$ cat src/rtl/xor_stream_encrypt.sv
// XOR stream cipher stage: latches an assembled key, encrypts a word stream
// against a per-word rotating key, and retires the key after MAX_MSGS words.
module xor_stream_encrypt #(
  parameter int MSG_SIZE = 8,
  parameter int ROT      = 1,
  parameter int MAX_MSGS = 16
) (
  input  logic                iClk,
  input  logic                iRst,
  input  logic [MSG_SIZE-1:0] iKey_Assembled,
  input  logic                iAssembled,
  input  logic                iClear,
  input  logic [MSG_SIZE-1:0] iMsg,
  input  logic                iMsg_Valid,
  output logic                oMsg_Ready,
  output logic [MSG_SIZE-1:0] oCipher,
  output logic                oCipher_Valid,
  input  logic                iCipher_Ready,
  output logic                oKey_Loaded,
  output logic                oKey_Expired
);

  localparam int CW    = $clog2(MAX_MSGS + 1);
  localparam int ROT_M = ROT % MSG_SIZE;
  localparam logic [CW-1:0] CNT_MAX = CW'(MAX_MSGS);

  typedef enum logic [1:0] {
    IDLE   = 2'd0,
    LOADED = 2'd1,
    DRAIN  = 2'd2
  } state_t;

  state_t              state;
  state_t              state_next;
  logic [MSG_SIZE-1:0] key_reg;
  logic [CW-1:0]       count;
  logic [MSG_SIZE-1:0] cipher_p1;
  logic                vld_p1;
  logic                expired_p1;

  logic accept;
  logic take;
  logic last_word;
  logic drain_done;
  logic ready;

  // Shift form collapses to k | k == k when ROT_M is zero.
  function automatic logic [MSG_SIZE-1:0] rotl(input logic [MSG_SIZE-1:0] k);
    return (k << ROT_M) | (k >> ((MSG_SIZE - ROT_M) % MSG_SIZE));
  endfunction

  function automatic logic [MSG_SIZE-1:0] encrypt(input logic [MSG_SIZE-1:0] m,
                                                  input logic [MSG_SIZE-1:0] k);
    return m ^ k;
  endfunction

  // An abort swallows any handshake that coincides with it.
  assign accept     = iMsg_Valid && ready && !iClear;
  assign take       = vld_p1 && iCipher_Ready;
  assign last_word  = accept && ((count + CW'(1)) == CNT_MAX);
  assign drain_done = (state == DRAIN) && (!vld_p1 || iCipher_Ready);

  always_ff @(posedge iClk or posedge iRst) begin
    if (iRst) state <= IDLE;
    else      state <= state_next;
  end

  always_comb begin
    state_next = state;
    if (iClear) begin
      state_next = IDLE;
    end else begin
      unique case (state)
        IDLE:    if (iAssembled) state_next = LOADED;
        LOADED:  if (iAssembled) state_next = LOADED;
                 else if (last_word) state_next = DRAIN;
        DRAIN:   if (drain_done) state_next = IDLE;
        default: state_next = IDLE;
      endcase
    end
  end

  always_comb begin
    ready       = 1'b0;
    oKey_Loaded = 1'b0;
    if (state == LOADED) begin
      ready       = !vld_p1 || iCipher_Ready;
      oKey_Loaded = 1'b1;
    end
  end

  assign oMsg_Ready = ready;

  // A refresh outranks rotation: the word accepted alongside it still used the old key.
  always_ff @(posedge iClk or posedge iRst) begin
    if (iRst) begin
      key_reg <= '0;
      count   <= '0;
    end else if (iClear) begin
      key_reg <= '0;
      count   <= '0;
    end else begin
      unique case (state)
        IDLE: begin
          if (iAssembled) begin
            key_reg <= iKey_Assembled;
            count   <= '0;
          end
        end
        LOADED: begin
          if (iAssembled) begin
            key_reg <= iKey_Assembled;
            count   <= '0;
          end else if (accept) begin
            key_reg <= rotl(key_reg);
            count   <= count + CW'(1);
          end
        end
        DRAIN: begin
          if (drain_done) begin
            key_reg <= '0;
            count   <= '0;
          end
        end
        default: begin
          key_reg <= '0;
          count   <= '0;
        end
      endcase
    end
  end

  // Stage p1: ciphertext output register.
  always_ff @(posedge iClk or posedge iRst) begin
    if (iRst) begin
      cipher_p1 <= '0;
      vld_p1    <= 1'b0;
    end else if (iClear) begin
      vld_p1 <= 1'b0;
    end else if (accept) begin
      cipher_p1 <= encrypt(iMsg, key_reg);
      vld_p1    <= 1'b1;
    end else if (take) begin
      vld_p1 <= 1'b0;
    end
  end

  always_ff @(posedge iClk or posedge iRst) begin
    if (iRst)        expired_p1 <= 1'b0;
    else if (iClear) expired_p1 <= 1'b0;
    else             expired_p1 <= drain_done;
  end

  assign oCipher       = cipher_p1;
  assign oCipher_Valid = vld_p1;
  assign oKey_Expired  = expired_p1;

endmodule

$ cat config.mk
export PLATFORM = sky130hd
export DESIGN_NAME = xor_stream_encrypt
export DESIGN_NICKNAME = d
export VERILOG_FILES = /design/src/rtl/xor_stream_encrypt.sv
export SDC_FILE = /design/constraint.sdc
export NUM_CORES = 1
export LEC_CHECK = 0
export ABC_CLOCK_PERIOD_IN_PS = 2600
export CAP_MARGIN = 0
export CORE_ASPECT_RATIO = 0.8
export CORE_MARGIN = 5
export CORE_UTILIZATION = 50
export DETAILED_ROUTE_END_ITERATION = 16
export PLACE_DENSITY = 0.77
export SLEW_MARGIN = 40
export SYNTH_ARGS = -nofsm -noshare
export SYNTH_HDL_FRONTEND = slang
export SYNTH_SLANG_ARGS = --single-unit
$ cat constraint.sdc
create_clock -name iClk -period 2.6 [get_ports iClk]
set_clock_uncertainty 0.15 [all_clocks]
set_input_delay 0.78 -clock iClk [delete_from_list [all_inputs] [get_ports iClk]]
set_output_delay 0.78 -clock iClk [all_outputs]
set_load 0.05 [all_outputs]
[Word level (Yosys, flattened, before mapping)]
Cells that the tools add are included.
Storage, ports and cells
  bits in registers: 25
  output and inout bits: 12
Cells by class
  muxes and demuxes: 24
  reduce and logical (&&, ||, !) cells: 13
  $add $sub $neg: 1
  bitwise gates (word level): 3
  equal/unequal tests: 7
Operator list (number)
  $mux W8: 5
  $mux W5: 5
  $pmux W8 S3: 1
  $pmux W5 S3: 1
  $mux W2: 5
  $ne A4 B4 Y1 const B: 2
  $or A8 B1 Y8: 1
  $xor A8 B8 Y8: 1
  $mux W1: 6
  $ne A3 B3 Y1 const B: 2
  $pmux W2 S3: 1
  $reduce_and A3 Y1: 2
  $add A5 B1 Y5 const B: 1
  $eq A5 B5 Y1 const B: 1
  $logic_and A1 B1 Y1: 5
  $reduce_bool A3 Y1: 1
  $eq A2 B1 Y1 const B: 1
  $eq A2 B2 Y1 const B: 1
  $logic_not A1 Y1: 2
  $logic_not A2 Y1: 1
  $reduce_and A2 Y1: 1
  $logic_or A1 B1 Y1: 1
  $not A1 Y1: 1

[Depth between registers and ports, before layout]
  depth after elaboration: 10
  mapped depth: 5
  mapped depth without buffers: 5

[Worst setup path before layout]
Ideal clock, no wire load.
  path kind: input-to-output
  start point: input iCipher_Ready
  end point: output oMsg_Ready
  stages: 2
  slack: 0.159 ns
  arrival time: 1.511 ns
  cells stage by stage: nor2b_1 -> nor2_1
On the way
  word-level cells in the longest chain between the ends: 2
Ends and longest elaborated chain
  start, declared: line 18  | input logic iCipher_Ready,
  $logic_or A1 B1 Y1: line 87  | ready = !vld_p1 || iCipher_Ready;
  $mux W1: line 86  | if (state == LOADED) begin
  end, declared: line 15  | output logic oMsg_Ready,
No other way between the ends.

[Worst setup path in the final report]
  start point: register vld_p1, in the netlist oCipher_Valid
  end point: output oCipher_Valid
RTL lines
  start, declared: line 38  | logic vld_p1;
  start signal, assigned: line 137  | vld_p1 <= 1'b0;
  start signal, assigned: line 139  | vld_p1 <= 1'b0;
  start signal, assigned: line 142  | vld_p1 <= 1'b1;
  end, declared: line 17  | output logic oCipher_Valid,
No word-level cell between the ends.

==> impl_results.md <==
- Register area share after synthesis: a little under half
- Cell area after synthesis: roughly 1400 sq um
- Adder-cell share of the synthesized area: between 1.5 and 2%
- CTS Buffer Depth: 2
- Core box area: roughly 2700 sq um
- Commonest non-fill, non-tap cell in the layout: clkdlybuf4s50_1
- Most frequent cells in the layout: 30 x clkdlybuf4s50_1, 25 x dfrtp_1, 19 x nor2_1
- Drt drc: 0
- Setup-failing EPs final: 0
- Least-Margin Pin Slew: approximately 0.51 ns
- Syn-to-layout area delta: 34.8%
- Routed Antenna Nets: 0
- TritonCTS Buffers: 3
- Final hold vios: 0
- P_sw: about 370 uW
- Crit path cell chain: clkdlybuf4s50_1
- Sequential cell fraction of total power: 45.9%
- Comb pwr share: between 30% and 40%
- Post-Synth XOR/XNOR Area: a little over 5%
- First-pass GRT wire length: between 5 and 6 mm
- Max Transition Viols Final: 0
- # diodes: 0
- #FFs+latches synth: 25
- Die Wd: between 60 and 70 um
- CTS Hold Bufs: 0
- Setup TNS: 0 ns
- CTS H-Tree Depth: 1
- Post-Synth Simple-Gate Area: roughly 20%
- HPWL Detailed: roughly 2.4 mm
- Ports: 34
- CP top delay family: buffers and inverters
- CTS clk-pin slew, worst paths: about 0.14 ns
- Syn. warnings: 0
- Post-Layout Cell Count: about 220
- Max Freq: between 300 and 400 MHz
- Arrival @ worst endpoint: between 1.5 and 2 ns
- Worst path required time: 1.67 ns
- Inst Count DP: between 200 and 250
- Tmin final: 2.52 ns
- Drt first pass iters: 4
- Worst rel slew slack: between 60% and 70%
- R2r setup slk: just over 0.7 ns
- WL final: ~3.1 mm
- Tcrit/Tclk final: 96.8%
- Bufs and invs on worst path: 1
- Design area: approximately 1800 sq um
- Clock sink count: 25
- Critical Path End Type: primary output
- CTS tree: done
- I/O Buffers: 33
- Die Footprint: between 3000 and 4000 sq um
- Cells on worst reg2reg path: 5
- RSZ-0062 raised after global routing: no
- Routed WL per cell: around 14 um
- Grt total ovfl: 0
- Clock root cell: clkbuf_4
- Setup crit end: oCipher_Valid
- All-Layer GR Usage: between 10% and 20%
- Clock network power share: between 10% and 20%
- Via Count: roughly 1.1k
- Worst path slowest cell: clkdlybuf4s50_1
- Mux cell area share after synthesis: 11.7%
- Largest family of logic cells by synthesized area: simple AND/OR/NAND/NOR gates
- Vias/cell: around 5.2
- PD cells: ~550 nW/um^2
- Hold Crit Class: flop to flop
- # Max-Cap Violations: 0
- Post-layout util: 68.6%
- CP Max Fanout: 4
- R2R Path End: key_reg[5]
- Iteration-0 DRC Markers: 34
- Status: complete, no violations
- Beginning of the critical path: oCipher_Valid
- Synth Area in Compound Gates: between 10 and 15%
- Initial core utilization: roughly half
- Largest stage delay, worst path: about 0.83 ns
- Clock Latency Late Sink: approximately 0.32 ns
- Max rail drop VDD: 0.341 mV
- Initial antenna violation count: 0
- Stages on worst setup path: 1
- Syn_area_per_cell: 10.3 sq um
- Cells after Synth: between 100 and 150
- Number of fill cells: 213
- Startpoint Class: flop
- Leak: roughly 0.81 nW
- Net Sw Frac: between 30% and 40%
- Dpl cell area: 1810 sq um
- CP Class: flop to primary output
- Die H: ~57 um
- Rows: 17
- Largest net degree at the start of global routing: 26
- Post-synth cell types: 39
- Vias in the first global route: about 1.1k
- Reg2reg start: state[1]
- Hold Path Cell Cnt: 1
- GP Congestion: roughly 0.8
- Final nets: between 200 and 250
- Syn Nets: 156
- Share of layout cells above drive strength 1: 17.5%
- Internal power: ~650 uW
[stage by stage]
| stage | power [mW] | hold WS [ns] | worst slack (ns) |
|---|---|---|---|
| floorplan | 0.703 | 0.314 | 0.159 |
| global placement | 0.840 | 0.343 | 0.0634 |
| detailed placement | 0.850 | 0.365 | 0.0162 |
| CTS | 1.03 | 0.393 | 0.0152 |
| global route | 1.07 | 0.431 | 0.0480 |
| finish | 1.02 | 0.389 | 0.0825 |
[power by group through the flow]
stage                     combinational [mW]  sequential [mW]  clock, mW
final                                  0.373            0.467      0.177
after global routing                   0.395            0.475      0.199
after CTS                              0.375            0.468      0.183
after detailed placement               0.374            0.476          0
after global placement                 0.366            0.474          0
after floorplan                        0.114            0.589          0
[cell type report]
cell class / instances / area (sq um) / share of cell area (%)
Multi-Input combinational cell: 98 / 698 / 38.0
Inverter: 5 / 18.8 / 1.02
Sequential cell: 25 / 626 / 34.0
Timing Repair Buffer: 45 / 422 / 22.9
Tap cell: 38 / 47.5 / 2.59
Clock buffer: 4 / 26.3 / 1.43
[repair_timing]
action | CTS | global route
resized for setup | 0 | 2
setup buffers | 0 | 0
setup endpoints to repair | 0 | 1
[synthesized netlist by cell type]
master / number / share of area [%]
or2_2: 1 / 0.46
and3_1: 1 / 0.46
nand3_2: 1 / 0.73
dfrtp_1: 25 / 46
nand3_1: 6 / 2.2
and2_1: 1 / 0.46
o32a_1: 1 / 0.73
ha_1: 2 / 1.8
or4b_1: 1 / 0.73
nand3b_1: 1 / 0.55
or2_1: 1 / 0.46
a41oi_1: 2 / 1.3
a21boi_0: 1 / 0.55
a21oi_4: 1 / 1.2
clkbuf_1: 1 / 0.27
a21oi_1: 10 / 3.7
mux2_2: 6 / 5.0
xnor2_1: 8 / 5.1
o21a_1: 1 / 0.55
a2bb2oi_1: 1 / 0.64
inv_2: 1 / 0.27
mux2_1: 1 / 0.83
nor4_4: 1 / 1.6
inv_1: 4 / 1.1
o211ai_1: 1 / 0.55
mux2i_1: 8 / 5.9
nor3_4: 1 / 1.2
o21ai_0: 6 / 2.2
nor2b_1: 1 / 0.46
or3_1: 1 / 0.46
buf_2: 2 / 0.73
nand2b_1: 4 / 1.8
a211oi_2: 1 / 0.92
nor2_1: 19 / 5.2
o2bb2ai_1: 1 / 0.64
nand2_1: 4 / 1.1
nand2b_4: 1 / 1.0
nor3_1: 2 / 0.73
buf_4: 1 / 0.55
[metal layers]
layer  wire [um]  track usage (%)  vias up
met2        1480             26.9       24
met5           0                0        -
li1            -                -      556
met4          20             3.40        0
met3         155             4.60        2
met1        1420             24.7      537
[how the worst min path moves through the flow]
| stage | from | endpoint | slack [ns] |
|---|---|---|---|
| 2_1_floorplan | count[3] | count[3] | 0.31 |
| 3_3_place_gp | count[3] | count[3] | 0.34 |
| 3_5_place_dp | count[3] | count[3] | 0.37 |
| 4_1_cts | count[3] | count[3] | 0.39 |
| 5_1_grt | oCipher[4] | oCipher[4] | 0.43 |
| 6_report | count[3] | count[3] | 0.39 |
[cells by family (layout without fill, tap and decap cells)]
group / Yosys count / count (layout)
AND/OR/NAND/NOR: 47 / 47
AO/OA/AOI/OAI: 26 / 26
flip-flops: 25 / 25
multiplexers: 15 / 15
buffers and inverters: 9 / 54
XOR/XNOR: 8 / 8
adder cells (fa/ha/maj): 2 / 2
(Power assumes the default switching activity.)
